### config.mk
export PLATFORM = sky130hd
export DESIGN_NAME = lsu_mem_stage_flat
export DESIGN_NICKNAME = d
export VERILOG_FILES = /design/src/rtl/lsu_mem_stage_if.sv /design/src/rtl/lsu_mem_stage.sv /design/src/flat_wrapper.sv
export SDC_FILE = /design/constraint.sdc
export NUM_CORES = 1
export LEC_CHECK = 0
export ABC_CLOCK_PERIOD_IN_PS = 3400
export BUFFER_PORTS_ARGS = -buffer_cell sky130_fd_sc_hd__buf_2
export CAP_MARGIN = 15
export CORE_AREA = 2 2 161 163
export DETAILED_ROUTE_END_ITERATION = 8
export DIE_AREA = 0 0 163 165
export MAX_ROUTING_LAYER = met4
export PLACE_DENSITY_LB_ADDON = 0.25
export SLEW_MARGIN = 20
export SYNTH_ARGS = -nofsm -noshare
export SYNTH_HDL_FRONTEND = slang
export SYNTH_SLANG_ARGS = --single-unit
### constraint.sdc
create_clock -name clk -period 3.4 [get_ports clk]
set_input_delay 0.51 -clock clk [delete_from_list [all_inputs] [get_ports clk]]
set_output_delay 0.51 -clock clk [all_outputs]
set_load 0.05 [all_outputs]
### src/rtl/lsu_mem_stage_if.sv
// Data-memory port between the MEM-stage LSU (master) and the memory system (slave).
interface lsu_mem_stage_if #(
  parameter int unsigned XLEN = 64
);
  logic              dmem_req;
  logic              dmem_we;
  logic [XLEN-1:0]   dmem_addr;
  logic [XLEN-1:0]   dmem_wdata;
  logic [XLEN/8-1:0] dmem_wstrb;
  logic              dmem_gnt;
  logic              dmem_rvalid;
  logic [XLEN-1:0]   dmem_rdata;

  modport master (
    output dmem_req, dmem_we, dmem_addr, dmem_wdata, dmem_wstrb,
    input  dmem_gnt, dmem_rvalid, dmem_rdata
  );

  modport slave (
    input  dmem_req, dmem_we, dmem_addr, dmem_wdata, dmem_wstrb,
    output dmem_gnt, dmem_rvalid, dmem_rdata
  );
endinterface

### src/rtl/lsu_mem_stage.sv
// RV64 MEM-stage load/store unit: req/gnt/rvalid handshake on a 64-bit data port,
// store lane steering, load extraction and a REQ+WAIT timeout.
module lsu_mem_stage #(
  parameter int unsigned XLEN    = 64,
  parameter int unsigned TIMEOUT = 255
) (
  input  logic              clk,
  input  logic              rst_n,
  input  logic              valid_i,
  input  logic              mem_read,
  input  logic              mem_write,
  input  logic [2:0]        read_type,
  input  logic [1:0]        write_type,
  input  logic [XLEN-1:0]   addr_i,
  input  logic [XLEN-1:0]   wdata_i,
  output logic              stall_o,
  output logic              done_o,
  output logic [XLEN-1:0]   rdata_o,
  output logic              misalign_o,
  output logic              bus_err_o,
  lsu_mem_stage_if.master   dmem
);

  localparam int unsigned CNT_W = $clog2(TIMEOUT + 1);

  typedef enum logic [1:0] {ST_IDLE, ST_REQ, ST_WAIT, ST_RESP} state_t;

  state_t            state;
  logic [CNT_W-1:0]  cnt;
  logic              store_q;
  logic [2:0]        rtype_q;
  logic [2:0]        off_q;

  logic [2:0]        off;
  logic              misalign_c;
  logic [7:0]        wstrb_c;
  logic [XLEN-1:0]   wdata_c;
  logic              start_c;
  logic              accept_c;
  logic [XLEN-1:0]   shifted_c;
  logic [XLEN-1:0]   load_c;
  logic              last_c;

  assign off = addr_i[2:0];

  // Alignment check and store lane steering for the access being offered.
  always_comb begin
    misalign_c = 1'b0;
    wstrb_c    = 8'h00;
    wdata_c    = '0;
    if (mem_write) begin
      case (write_type)
        2'd0: begin
          wstrb_c = 8'h01 << off;
          wdata_c = {8{wdata_i[7:0]}};
        end
        2'd1: begin
          misalign_c = off[0];
          wstrb_c    = 8'h03 << off;
          wdata_c    = {4{wdata_i[15:0]}};
        end
        2'd2: begin
          misalign_c = |off[1:0];
          wstrb_c    = 8'h0F << off;
          wdata_c    = {2{wdata_i[31:0]}};
        end
        default: begin
          misalign_c = |off;
          wstrb_c    = 8'hFF;
          wdata_c    = wdata_i;
        end
      endcase
    end else begin
      case (read_type)
        3'd1, 3'd5: misalign_c = off[0];
        3'd2, 3'd6: misalign_c = |off[1:0];
        3'd3:       misalign_c = |off;
        3'd7:       misalign_c = 1'b1;
        default:    misalign_c = 1'b0;
      endcase
    end
  end

  assign start_c  = valid_i & mem_read & (state == ST_IDLE);
  assign accept_c = start_c & ~misalign_c;
  assign stall_o  = (state == ST_REQ) || (state == ST_WAIT) || accept_c;
  assign last_c   = (cnt == CNT_W'(TIMEOUT - 1));

  // Load data alignment and extension from the latched type/offset.
  always_comb begin
    shifted_c = dmem.dmem_rdata >> {off_q, 3'b000};
    case (rtype_q)
      3'd0:    load_c = {{56{shifted_c[7]}},  shifted_c[7:0]};
      3'd1:    load_c = {{48{shifted_c[15]}}, shifted_c[15:0]};
      3'd2:    load_c = {{32{shifted_c[31]}}, shifted_c[31:0]};
      3'd3:    load_c = shifted_c;
      3'd4:    load_c = {56'b0, shifted_c[7:0]};
      3'd5:    load_c = {48'b0, shifted_c[15:0]};
      3'd6:    load_c = {32'b0, shifted_c[31:0]};
      default: load_c = '0;
    endcase
    if (store_q) load_c = '0;
  end

  always_ff @(posedge clk or negedge rst_n) begin
    if (!rst_n) begin
      state           <= ST_IDLE;
      cnt             <= '0;
      store_q         <= 1'b0;
      rtype_q         <= 3'd0;
      off_q           <= 3'd0;
      done_o          <= 1'b0;
      rdata_o         <= '0;
      misalign_o      <= 1'b0;
      bus_err_o       <= 1'b0;
      dmem.dmem_req   <= 1'b0;
      dmem.dmem_we    <= 1'b0;
      dmem.dmem_addr  <= '0;
      dmem.dmem_wdata <= '0;
      dmem.dmem_wstrb <= '0;
    end else begin
      done_o     <= 1'b0;
      misalign_o <= 1'b0;
      bus_err_o  <= 1'b0;
      case (state)
        ST_IDLE: begin
          if (accept_c) begin
            state           <= ST_REQ;
            cnt             <= '0;
            store_q         <= mem_write;
            rtype_q         <= read_type;
            off_q           <= off;
            dmem.dmem_req   <= 1'b1;
            dmem.dmem_we    <= mem_write;
            dmem.dmem_addr  <= {addr_i[XLEN-1:3], 3'b000};
            dmem.dmem_wdata <= wdata_c;
            dmem.dmem_wstrb <= wstrb_c;
          end else if (start_c) begin
            misalign_o <= 1'b1;
          end
        end
        ST_REQ: begin
          cnt <= cnt + CNT_W'(1);
          if (dmem.dmem_gnt && dmem.dmem_rvalid) begin
            state         <= ST_RESP;
            dmem.dmem_req <= 1'b0;
            done_o        <= 1'b1;
            rdata_o       <= load_c;
          end else if (last_c) begin
            state         <= ST_IDLE;
            dmem.dmem_req <= 1'b0;
            bus_err_o     <= 1'b1;
          end else if (dmem.dmem_gnt) begin
            state         <= ST_WAIT;
            dmem.dmem_req <= 1'b0;
          end
        end
        ST_WAIT: begin
          cnt <= cnt + CNT_W'(1);
          if (dmem.dmem_rvalid) begin
            state   <= ST_RESP;
            done_o  <= 1'b1;
            rdata_o <= load_c;
          end else if (last_c) begin
            state     <= ST_IDLE;
            bus_err_o <= 1'b1;
          end
        end
        default: state <= ST_IDLE;
      endcase
    end
  end

endmodule

### src/flat_wrapper.sv
// flat-port wrapper written by rule: the top's interface ports become plain ports
module lsu_mem_stage_flat 
#(
  parameter int unsigned XLEN    = 64,
  parameter int unsigned TIMEOUT = 255
)
  (clk, rst_n, valid_i, mem_read, mem_write, read_type, write_type, addr_i, wdata_i, stall_o, done_o, rdata_o, misalign_o, bus_err_o, dmem_dmem_req, dmem_dmem_we, dmem_dmem_addr, dmem_dmem_wdata, dmem_dmem_wstrb, dmem_dmem_gnt, dmem_dmem_rvalid, dmem_dmem_rdata);
  lsu_mem_stage_if #(.XLEN(XLEN)) dmem_i ();
  input  logic clk;
  input  logic rst_n;
  input  logic valid_i;
  input  logic mem_read;
  input  logic mem_write;
  input  logic [2:0] read_type;
  input  logic [1:0] write_type;
  input  logic [XLEN-1:0] addr_i;
  input  logic [XLEN-1:0] wdata_i;
  output logic stall_o;
  output logic done_o;
  output logic [XLEN-1:0] rdata_o;
  output logic misalign_o;
  output logic bus_err_o;
  output wire logic [$bits(dmem_i.dmem_req)-1:0] dmem_dmem_req;
  output wire logic [$bits(dmem_i.dmem_we)-1:0] dmem_dmem_we;
  output wire logic [$bits(dmem_i.dmem_addr)-1:0] dmem_dmem_addr;
  output wire logic [$bits(dmem_i.dmem_wdata)-1:0] dmem_dmem_wdata;
  output wire logic [$bits(dmem_i.dmem_wstrb)-1:0] dmem_dmem_wstrb;
  input wire logic [$bits(dmem_i.dmem_gnt)-1:0] dmem_dmem_gnt;
  input wire logic [$bits(dmem_i.dmem_rvalid)-1:0] dmem_dmem_rvalid;
  input wire logic [$bits(dmem_i.dmem_rdata)-1:0] dmem_dmem_rdata;
  assign dmem_dmem_req = dmem_i.dmem_req;
  assign dmem_dmem_we = dmem_i.dmem_we;
  assign dmem_dmem_addr = dmem_i.dmem_addr;
  assign dmem_dmem_wdata = dmem_i.dmem_wdata;
  assign dmem_dmem_wstrb = dmem_i.dmem_wstrb;
  assign dmem_i.dmem_gnt = dmem_dmem_gnt;
  assign dmem_i.dmem_rvalid = dmem_dmem_rvalid;
  assign dmem_i.dmem_rdata = dmem_dmem_rdata;
  lsu_mem_stage #(.XLEN(XLEN), .TIMEOUT(TIMEOUT)) u_core (.clk(clk), .rst_n(rst_n), .valid_i(valid_i), .mem_read(mem_read), .mem_write(mem_write), .read_type(read_type), .write_type(write_type), .addr_i(addr_i), .wdata_i(wdata_i), .stall_o(stall_o), .done_o(done_o), .rdata_o(rdata_o), .misalign_o(misalign_o), .bus_err_o(bus_err_o), .dmem(dmem_i));
endmodule
======== Word level (Yosys, flattened, before mapping) ========
Index checks and enable logic that the tools add are counted.
storage, ports and cells
  flip-flop bits (word level) ............. 218
  input bits .............................. 204
  output and inout bits ................... 206
operators by class
  add/sub/neg operators ................... 1
  equality and inequality tests ........... 22
  shifts and indexed selects .............. 4
  multiplexer cells ....................... 36
  bitwise operators ....................... 4
  reductions and logical operators ........ 19
operators by type and width
  cell                                                                count
  64-bit case mux with 7 select lines                                 1
  64-bit 2-to-1 mux                                                   4
  64-bit case mux with 3 select lines                                 1
  64-bit case mux with 2 select lines                                 1
  64-bit by 6-bit >> shifter with 64-bit output                       1
  8-bit case mux with 3 select lines                                  1
  3-bit == test (second input constant)                               6
  8-bit 2-to-1 mux                                                    2
  8-bit case mux with 2 select lines                                  1
  1-bit 2-to-1 mux                                                    13
  3-bit by 2-bit == test with 1-bit output (second input constant)    4
  2-bit 2-to-1 mux                                                    6
  3-bit AND reduction                                                 3
  8-bit by 1-bit adder with 8-bit output (second input constant)      1
  8-bit == test (second input constant)                               1
  2-bit OR reduction                                                  4
  1-bit by 3-bit left shift with 8-bit output (first input constant)  1
  2-bit by 3-bit left shift with 8-bit output (first input constant)  1
  4-bit by 3-bit left shift with 8-bit output (first input constant)  1
  3-bit by 1-bit == test with 1-bit output (second input constant)    2
  1-bit case mux with 2 select lines                                  3
  2-bit case mux with 3 select lines                                  1
  2-bit nonzero test                                                  3
  2-bit by 1-bit == test with 1-bit output (second input constant)    2
  other kinds (15)                                                    22

======== Depth between registers and ports, before layout ========
Gate-level depths: netlist of run 1.
  depth in word-level cells ............... 8
  mapped depth ............................ 9
  mapped depth without buffers ............ 7

======== Worst setup path after synthesis of run 1 ========
Ideal clock, no wire load.
  path type ............................... input port to output port
  start ................................... input write_type[0]
  end ..................................... output stall_o
  arrival time ............................ 1.989 ns
  slack ................................... 0.901 ns
  cell stages on the path ................. 8
  buffers on the path ..................... 2
  cells stage by stage .................... inv_1 -> ha_1 -> a21oi_1 -> o21ai_0 -> a31o_2 -> buf_2 -> buf_2 -> nand2_1
on the way
  word-level cells in the longest chain between the ends .. 6
  elaborated cells on any way between the ends .. 8
ends and longest elaborated chain
  element                                 line                 source
  start: declaration                      flat_wrapper.sv:15   input logic [1:0] write_type;
  2-bit == test (tied with other cells)   lsu_mem_stage.sv:52  case (write_type)
  1-bit case mux with 3 select lines (*)  lsu_mem_stage.sv:52
  1-bit 2-to-1 mux (*)                    lsu_mem_stage.sv:51  if (mem_write) begin
  1-bit NOT (*)                           lsu_mem_stage.sv:85  assign accept_c = start_c & ~misalign_c;
  1-bit bitwise AND (*)                   lsu_mem_stage.sv:85
  1-bit logical OR (*)                    lsu_mem_stage.sv:86  assign stall_o = (state == ST_REQ) || (state == ST_WAIT) || accept_c;
  end: declaration                        flat_wrapper.sv:18   output logic stall_o;
Every way passes the cells marked *; elsewhere a longest branch is shown, timed or not.

======== Worst setup path after layout of run 1 ========
  start ................................... register u_core.state[0]
  end ..................................... output stall_o
on the way
  word-level cells in the longest chain between the ends .. 4
  elaborated cells on any way between the ends .. 7
ends and longest elaborated chain
  element                   line                  source
  start: declaration        lsu_mem_stage.sv:28   state_t state;
  start signal: assignment  lsu_mem_stage.sv:107  state <= ST_IDLE;
  start signal: assignment  lsu_mem_stage.sv:128  state <= ST_REQ;
  start signal: assignment  lsu_mem_stage.sv:145  state <= ST_RESP;
  2-bit zero test           lsu_mem_stage.sv:84   assign start_c = valid_i & mem_read & (state == ST_IDLE);
  1-bit bitwise AND         lsu_mem_stage.sv:84
  1-bit bitwise AND         lsu_mem_stage.sv:85
  1-bit logical OR (*)      lsu_mem_stage.sv:86
Marks and branches as above.

==> flow_metrics.tcl, run 1 <==
set metrics [dict create \
    min_period_over_period 0.905 \
    cts_tree "done" \
    mostFrequentLayoutCells "buf_2, dfrtp_1, nand2_1" \
    worst_slew_margin_rel 0.429 \
    totalWireLength_mm 36.1 \
    min_period_ps 3080 \
    clock_skew_ps 19.3 \
    fmax_ghz 0.325 \
    synth-edff-count 0 \
    grt_pass1_vias 10035 \
    yosys_warnings 0 \
    clock-sinks 218 \
    cts_buffers 24 \
    cp_max_fo 23 \
    clkPwrFrac 0.173 \
    cts.htree.levels 1 \
    fin_setup_tns_ps 0 \
    power_density_nw_per_um2 1120 \
    cts_buffer_depth 3 \
    dr_total_vias 10368 \
    yosysTopAreaCellShare 0.475 \
    cts_hold_buf 1 \
    die_width_microns 163 \
    yosysSeqAreaShare 0.475 \
    clk_latency_ps 520 \
    grt_usage 0.265 \
    num_io_pins 410 \
    dp_hpwl_mm 26.2 \
    synth_top_area_cell "dfrtp_1" \
    ant_nets 0 \
    worst_pin_slew_ps 857 \
    netlist_area_sq_um 11500 \
    ys_ff_latch 218 \
    fp.dieH_microns 165 \
    swShare 0.505 \
    async_reset_ff_frac 1.00 \
    avgSynthCellArea_sq_um 10.8 \
    rsz0062_at_grt "no" \
    first_pass_iters 5 \
    area_growth_pct 26.4 \
    synth.distinct_cells 61 \
    vdd_drop_max_v 0.000771 \
    holdCritPathClass "primary input to flip-flop" \
    fin_nets 1638 \
    gp_congestion 0.931 \
    gr-total-overflow 0 \
    dieArea_sq_um 26900 \
    p_switching_mw 8.23 \
    p_int_mw 8.07 \
    report.final.slew_viol_count 0 \
    core-area_sq_um 25000 \
    p_total_mw 16.3 \
    syn_inst 1064 \
    clk_pin_slew_ps 60 \
    synth_ff_type "dfrtp_1" \
    critPathRequiredTime_ps 2890 \
    critical-path-max-stage-delay_ps 420 \
    cp_cell_sequence "inv_1, ha_1, nand3_1, a31o_4, nand2_1, buf_2" \
    clock_tree.root_cell "clkbuf_16" \
    drt_iter0_drc 954 \
    combPwrFrac 0.547 \
    layout_commonest_cell "buf_2" \
    num_rows 58 \
    p_seq_frac 0.280 \
    setup_viol 0 \
    worst_slack_ps 321 \
    dp_slack_ps 737 \
    wl_per_cell_microns 20.3 \
    worstSetupPathType "flip-flop to primary output" \
    post_cts_buffers 0 \
    crit_slowest_cell "dfrtp_1" \
    hold_viol_final 0 \
    synth_area_leaders "dfrtp_1, mux2_2, mux2i_1" \
    max-cap-violations 0 \
    post_cts_resized 0 \
    end_kind "primary output" \
    route.detailed.drc 0 \
    start_kind "flip-flop" \
    drive_gt1_frac 0.403 \
    cp.arrival_ps 2570 \
    fin_util 0.580 \
    viasPerCell 5.85 \
    antenna_found_initial 2 \
    grt_first_pass_wirelength_mm 54.8 \
    start_util 0.459 \
    grt_max_degree 82 \
    io_buffers 406 \
    power.leakage_nw 7.03 \
    status "finished, final reports clean" \
]
[sequential cells by signal, indices dropped and copies added, names as in the netlist, 2 cells and up]
name	flops
u_core.cnt	8
u_core.dmem.dmem_addr	61
u_core.dmem.dmem_wdata	64
u_core.dmem.dmem_wstrb	8
u_core.off_q	3
u_core.rdata_o	64
u_core.rtype_q	3
u_core.state	2
[layout make-up]
type                       count  area (sq um)
inverter                      12          45.0
multi-input combinational    740          5470
clock inverter                 7           110
tap                          330           413
fill                        2220         10500
antenna                        2          5.00
sequential                   218          5460
timing repair buffer         427          2250
clock buffer                  37           761
[per-stage QoR]
step           hold slack, ps  instances  cell area [sq um]
6_report                  221       1773              14500
5_1_grt                   215       1773              14500
4_1_cts                   206       1771              14500
3_5_place_dp              457       1726              13600
3_3_place_gp              451       1726              13600
2_1_floorplan             214       1066              11500
[cells in the mapped netlist, types with 2 or more instances]
library cell	count
dfrtp_1	218
nand2_1	98
mux2_2	75
a21oi_1	70
nand2b_1	60
o21ai_0	59
mux2i_1	56
a32o_1	50
a22oi_1	41
clkbuf_1	39
nor2_1	36
a31oi_1	34
buf_2	26
a221o_1	24
buf_6	18
a211oi_1	16
nor2b_1	14
ha_1	11
inv_1	10
buf_4	8
mux4_2	8
nand3_1	8
o22ai_1	8
a211o_1	7
o221a_2	7
and3_1	6
a2111oi_0	5
buf_1	5
nor3_1	4
or2_2	4
a31o_2	3
and2_1	3
a22o_1	2
o211ai_1	2
o21a_1	2
or3_1	2
[worst paths after layout]
check	from	slack [ps]	end	cells after the start
worst max register to register	u_core.off_q[1]	720	u_core.rdata_o[58]	6
worst min register to register	u_core.dmem.dmem_wstrb[3]	460	u_core.dmem.dmem_wstrb[3]	2
worst max-delay path	u_core.state[0]	320	stall_o	6
worst min-delay path	addr_i[62]	220	u_core.dmem.dmem_addr[62]	2
min in group asynchronous	rst_n	560	u_core.dmem.dmem_addr[5]	2
max in group asynchronous	rst_n	1890	u_core.dmem.dmem_addr[12]	3
[kinds of logic after synthesis]
group / share of synthesized area
muxes: 0.138
DFF: 0.475
other: 0.000326
and+or+nand+nor: 0.108
adders and majority gates: 0.0120
AOI/OAI and AO/OA: 0.214
buffers and inverters: 0.0525
[worst max-delay path, delay by kind of cell (launching register included)]
kind | cells | cell delay [ps]
DFF | 1 | 420
adders and majority gates | 1 | 420
and+or+nand+nor | 2 | 420
AOI/OAI and AO/OA | 1 | 410
buffers and inverters | 2 | 370
[routing by layer]
layer	wire [microns]	global-route usage
met1	14400	0.342
met2	17600	0.431
met3	2910	0.0422
met4	1080	0.0885
met5	0	-
[power groups by stage]
stage | combinational, mW | clock [mW] | sequential, mW
detailed placement | 8.91 | 0 | 4.59
global placement | 8.82 | 0 | 4.55
floorplan | 3.39 | 0 | 7.93
finish | 8.92 | 2.81 | 4.56
global route | 9.40 | 2.97 | 4.71
CTS | 8.93 | 2.85 | 4.56
Note: power is estimated with default switching activity, not from simulation.
==> run 2, diff against run 1 <==
- RECOVER_POWER: default -> 25
==> flow_metrics.tcl, run 2 (synthesized netlist as in run 1, its figures left out) <==
set metrics [dict create \
    grt_pass1_vias 10035 \
    hold_viol_final 0 \
    dp_cells 1726 \
    multiInputGateArea_sq_um 5470 \
    layout_commonest_cell "buf_2" \
    post_cts_resized 0 \
    wl_per_cell_microns 20.4 \
    first_pass_iters 6 \
    min_period_ps 3090 \
    holdCritPathClass "primary input to flip-flop" \
    clock-sinks 218 \
    clock_tree.root_cell "clkbuf_16" \
    min_period_over_period 0.909 \
    worstSetupEndpoint "stall_o" \
    mostFrequentLayoutCells "buf_2, dfrtp_1, nand2_1" \
    clock_skew_ps 18.4 \
    cts.htree.levels 1 \
    fmax_ghz 0.324 \
    setup_viol 0 \
    vdd_drop_max_v 0.000771 \
    cts_buffer_depth 3 \
    start_util 0.459 \
    die_width_microns 163 \
    report.final.slew_viol_count 75 \
    rsz0062_at_grt "no" \
    io_buffers 406 \
    violations "max-capacitance violations, max-slew violations" \
    route.detailed.drc 0 \
    dieArea_sq_um 26900 \
    drive_gt1_frac 0.400 \
    cp.arrival_ps 2580 \
    cp_max_fo 23 \
    post_cts_buffers 0 \
    power_density_nw_per_um2 1120 \
    ant_nets 0 \
    status "finished with violations" \
    cts_tree "done" \
    drt_iter0_drc 955 \
    worstSetupPathType "flip-flop to primary output" \
    seqCellArea_sq_um 5460 \
    n_fill_cell 2223 \
    max-cap-violations 1 \
    core-area_sq_um 25000 \
    worst-r2r-cell-count 6 \
    start_kind "flip-flop" \
    totalWireLength_mm 36.1 \
    num_io_pins 410 \
    fin_util 0.579 \
    worst_pin_slew_ps 2020 \
    area_growth_pct 26.2 \
    clk_pin_slew_ps 60 \
    gr-total-overflow 0 \
    grt_max_degree 82 \
    reg.largest.list "u_core.dmem.dmem_wdata: 64 flops, u_core.rdata_o: 64 flops, u_core.dmem.dmem_addr: 61 flops" \
    crit_start "u_core.state[0]" \
    dr_total_vias 10395 \
    gp_congestion 0.931 \
    worstReg2RegStart "u_core.off_q[1]" \
    fin_nets 1638 \
    antenna_found_initial 2 \
    layout.cells.non_filler 1773 \
    viasPerCell 5.86 \
    num_rows 58 \
    worst_slew_margin_rel -0.344 \
    cts_buffers 24 \
    critPathRequiredTime_ps 2890 \
    dp_hpwl_mm 26.2 \
    grt_usage 0.265 \
    timing.rr.end "u_core.rdata_o[58]" \
    end_kind "primary output" \
    clk_latency_ps 520 \
    grt_first_pass_wirelength_mm 54.8 \
    power.leakage_nw 7.01 \
    r2r_setup_slack_ps 720 \
    fin_setup_tns_ps 0 \
    fp.dieH_microns 165 \
]
==> run 2: what timing repair did <==
item,in CTS,in global routing
setup endpoints to repair,0,0
hold buffers,1,0
hold endpoints to repair,24,0
==> run 2: layout make-up <==
| type | instances | share of cell area |
|---|---|---|
| multi-input combinational | 740 | 0.377 |
| sequential | 218 | 0.376 |
| clock inverter | 7 | 0.00759 |
| timing repair buffer | 427 | 0.154 |
| clock buffer | 37 | 0.0525 |
| inverter | 12 | 0.00311 |
| tap | 330 | 0.0285 |
| antenna | 2 | 0.000345 |
==> run 2: worst max-delay path, cell delays in order (launching register included) <==
cell and delay, ps:
dfrtp_1 420, inv_1 100, ha_1 430, nand3_1 300
a31o_4 410, nand2_1 120, buf_2 270
==> run 2: power by group <==
group | switching (mW) | internal [mW]
clock network | 1.05 | 1.76
logic | 6.33 | 2.59
registers | 0.855 | 3.71
total | 8.23 | 8.06
==> run 2: metal layers <==
| layer | routed length (microns) | share of wire | global-route usage |
|---|---|---|---|
| met5 | 0 | 0 | - |
| met4 | 1080 | 0.030 | 0.0885 |
| met1 | 14700 | 0.41 | 0.342 |
| met2 | 17700 | 0.49 | 0.431 |
| met3 | 2620 | 0.073 | 0.0422 |
==> run 2: worst min path at each step <==
stage,endpoint,cells after the start,slack [ps],start
4_1_cts,u_core.dmem.dmem_addr[62],2,210,addr_i[62]
5_1_grt,u_core.dmem.dmem_addr[11],2,210,addr_i[11]
2_1_floorplan,u_core.bus_err_o,0,210,rst_n
3_3_place_gp,u_core.dmem.dmem_wstrb[3],2,450,u_core.dmem.dmem_wstrb[3]
3_5_place_dp,u_core.dmem.dmem_wstrb[3],2,460,u_core.dmem.dmem_wstrb[3]
6_report,u_core.dmem.dmem_addr[62],2,220,addr_i[62]
==> run 2: through the flow <==
| stage | hold WS [ps] | area [sq um] | worst slack (ps) | total power, mW |
|---|---|---|---|---|
| 2_1_floorplan | 214 | 11500 | 901 | 11.3 |
| 5_1_grt | 215 | 14500 | 169 | 17.1 |
| 3_5_place_dp | 457 | 13600 | 737 | 13.5 |
| 3_3_place_gp | 451 | 13600 | 807 | 13.4 |
| 6_report | 222 | 14500 | 311 | 16.3 |
| 4_1_cts | 206 | 14500 | 307 | 16.3 |
==> run 3, diff against run 2 <==
- CTS_BUF_LIST: default -> sky130_fd_sc_hd__clkbuf_16
==> flow_metrics.tcl, run 3 (synthesized netlist as in run 1, its figures left out) <==
set metrics [dict create \
    grt_max_degree 82 \
    cts.htree.levels 1 \
    cp.arrival_ps 2580 \
    fin_setup_tns_ps 0 \
    power_density_nw_per_um2 1120 \
    seqCellArea_sq_um 5460 \
    drive_gt1_frac 0.394 \
    n_fill_cell 2242 \
    route.detailed.drc 0 \
    grt_pass1_vias 9985 \
    dp_hpwl_mm 26.2 \
    io_buffers 406 \
    reg.largest.list "u_core.dmem.dmem_wdata: 64 flops, u_core.rdata_o: 64 flops, u_core.dmem.dmem_addr: 61 flops" \
    cts_buffer_depth 3 \
    min_period_over_period 0.910 \
    layout_commonest_cell "buf_2" \
    antenna_found_initial 2 \
    drt_iter0_drc 965 \
    vdd_drop_max_v 0.000770 \
    fin_util 0.576 \
    cts_hold_buf 1 \
    violations "max-capacitance violations, max-slew violations" \
    status "finished with violations" \
    ant_nets 0 \
    gr-total-overflow 0 \
    start_util 0.459 \
    critPathRequiredTime_ps 2890 \
    cp_max_fo 23 \
    totalWireLength_mm 36.0 \
    dr_total_vias 10336 \
    report.final.slew_viol_count 75 \
    num_rows 58 \
    cts_buffers 24 \
    grt_first_pass_wirelength_mm 54.7 \
    worst_slew_margin_rel -0.345 \
    die_width_microns 163 \
    max-cap-violations 1 \
    fp.dieH_microns 165 \
    hold_viol_final 0 \
    area_growth_pct 25.4 \
    holdCritPathClass "primary input to flip-flop" \
    rsz0062_at_grt "no" \
    setup_viol 0 \
    worstSetupPathType "flip-flop to primary output" \
    viasPerCell 5.83 \
    post_cts_resized 0 \
    fin_nets 1638 \
    power.leakage_nw 6.97 \
    dieArea_sq_um 26900 \
    mostFrequentLayoutCells "buf_2, dfrtp_1, nand2_1" \
    cts_tree "done" \
    gp_congestion 0.931 \
    wl_per_cell_microns 20.3 \
    core-area_sq_um 25000 \
    first_pass_iters 5 \
    clock_tree.root_cell "clkbuf_16" \
    end_kind "primary output" \
    grt_usage 0.264 \
    start_kind "flip-flop" \
    min_period_ps 3090 \
    post_cts_buffers 0 \
    fmax_ghz 0.323 \
    worst_pin_slew_ps 2020 \
    clock_skew_ps 17.9 \
    num_io_pins 410 \
    clock-sinks 218 \
    clk_pin_slew_ps 60 \
    multiInputGateArea_sq_um 5470 \
    clk_latency_ps 520 \
]
run 3: cell types whose count changed in the layout (fill, tap and decap cells not counted), sizes merged:
cell	change
clkbuf	-12
clkinv	+9
inv	+3
run 3: path summary, 6_finish.rpt:
check | slack [ps] | cells past startpoint | endpoint | startpoint
worst max-delay path | 310 | 6 | stall_o | u_core.state[0]
worst min-delay path | 220 | 2 | u_core.dmem.dmem_addr[62] | addr_i[62]
worst max register to register | 710 | 6 | u_core.rdata_o[52] | u_core.off_q[1]
worst min register to register | 460 | 2 | u_core.dmem.dmem_wstrb[3] | u_core.dmem.dmem_wstrb[3]
max in group asynchronous | 880 | 3 | u_core.dmem.dmem_addr[31] | rst_n
min in group asynchronous | 1110 | 2 | u_core.dmem.dmem_addr[5] | rst_n
run 3: critical path, cell delays in order, from the launching register on:
cell     delay, ps
dfrtp_1        420
inv_1          100
ha_1           430
nand3_1        300
a31o_4         410
nand2_1        120
buf_2          270
run 3: cell type report:
cell class / count / share of cell area
Clock buffer: 25 / 0.0434
Sequential cell: 218 / 0.379
Timing Repair Buffer: 427 / 0.155
Clock inverter: 19 / 0.0108
Multi-Input combinational cell: 740 / 0.380
Inverter: 12 / 0.00313
Tap cell: 330 / 0.0287
Antenna cell: 2 / 0.000347
run 3: metal layers:
| metal | share of wire | GRT usage | wire length, microns | vias up |
|---|---|---|---|---|
| met5 | 0 | - | 0 | - |
| met4 | 0.024 | 0.0784 | 872 | 0 |
| met3 | 0.080 | 0.0412 | 2880 | 55 |
| met2 | 0.49 | 0.432 | 17800 | 488 |
| met1 | 0.40 | 0.343 | 14500 | 5100 |
| li1 | - | - | - | 4693 |
run 3: through the flow:
stage	setup WS [ps]	hold slack (ps)	instances	instance area, sq um	total power [mW]
2_1_floorplan	901	214	1066	11500	11.3
3_3_place_gp	807	451	1726	13600	13.4
3_5_place_dp	737	457	1726	13600	13.5
4_1_cts	308	206	1771	14400	16.1
5_1_grt	170	214	1773	14400	16.9
6_report	306	222	1773	14400	16.1
run 3: power breakdown:
group / switching (mW) / internal, mW / leakage (nW) / total (mW)
Clock: 1.04 / 1.55 / 0.396 / 2.59
Combinational: 6.33 / 2.59 / 3.79 / 8.92
Sequential: 0.856 / 3.71 / 2.79 / 4.57
Total: 8.23 / 7.85 / 6.97 / 16.1
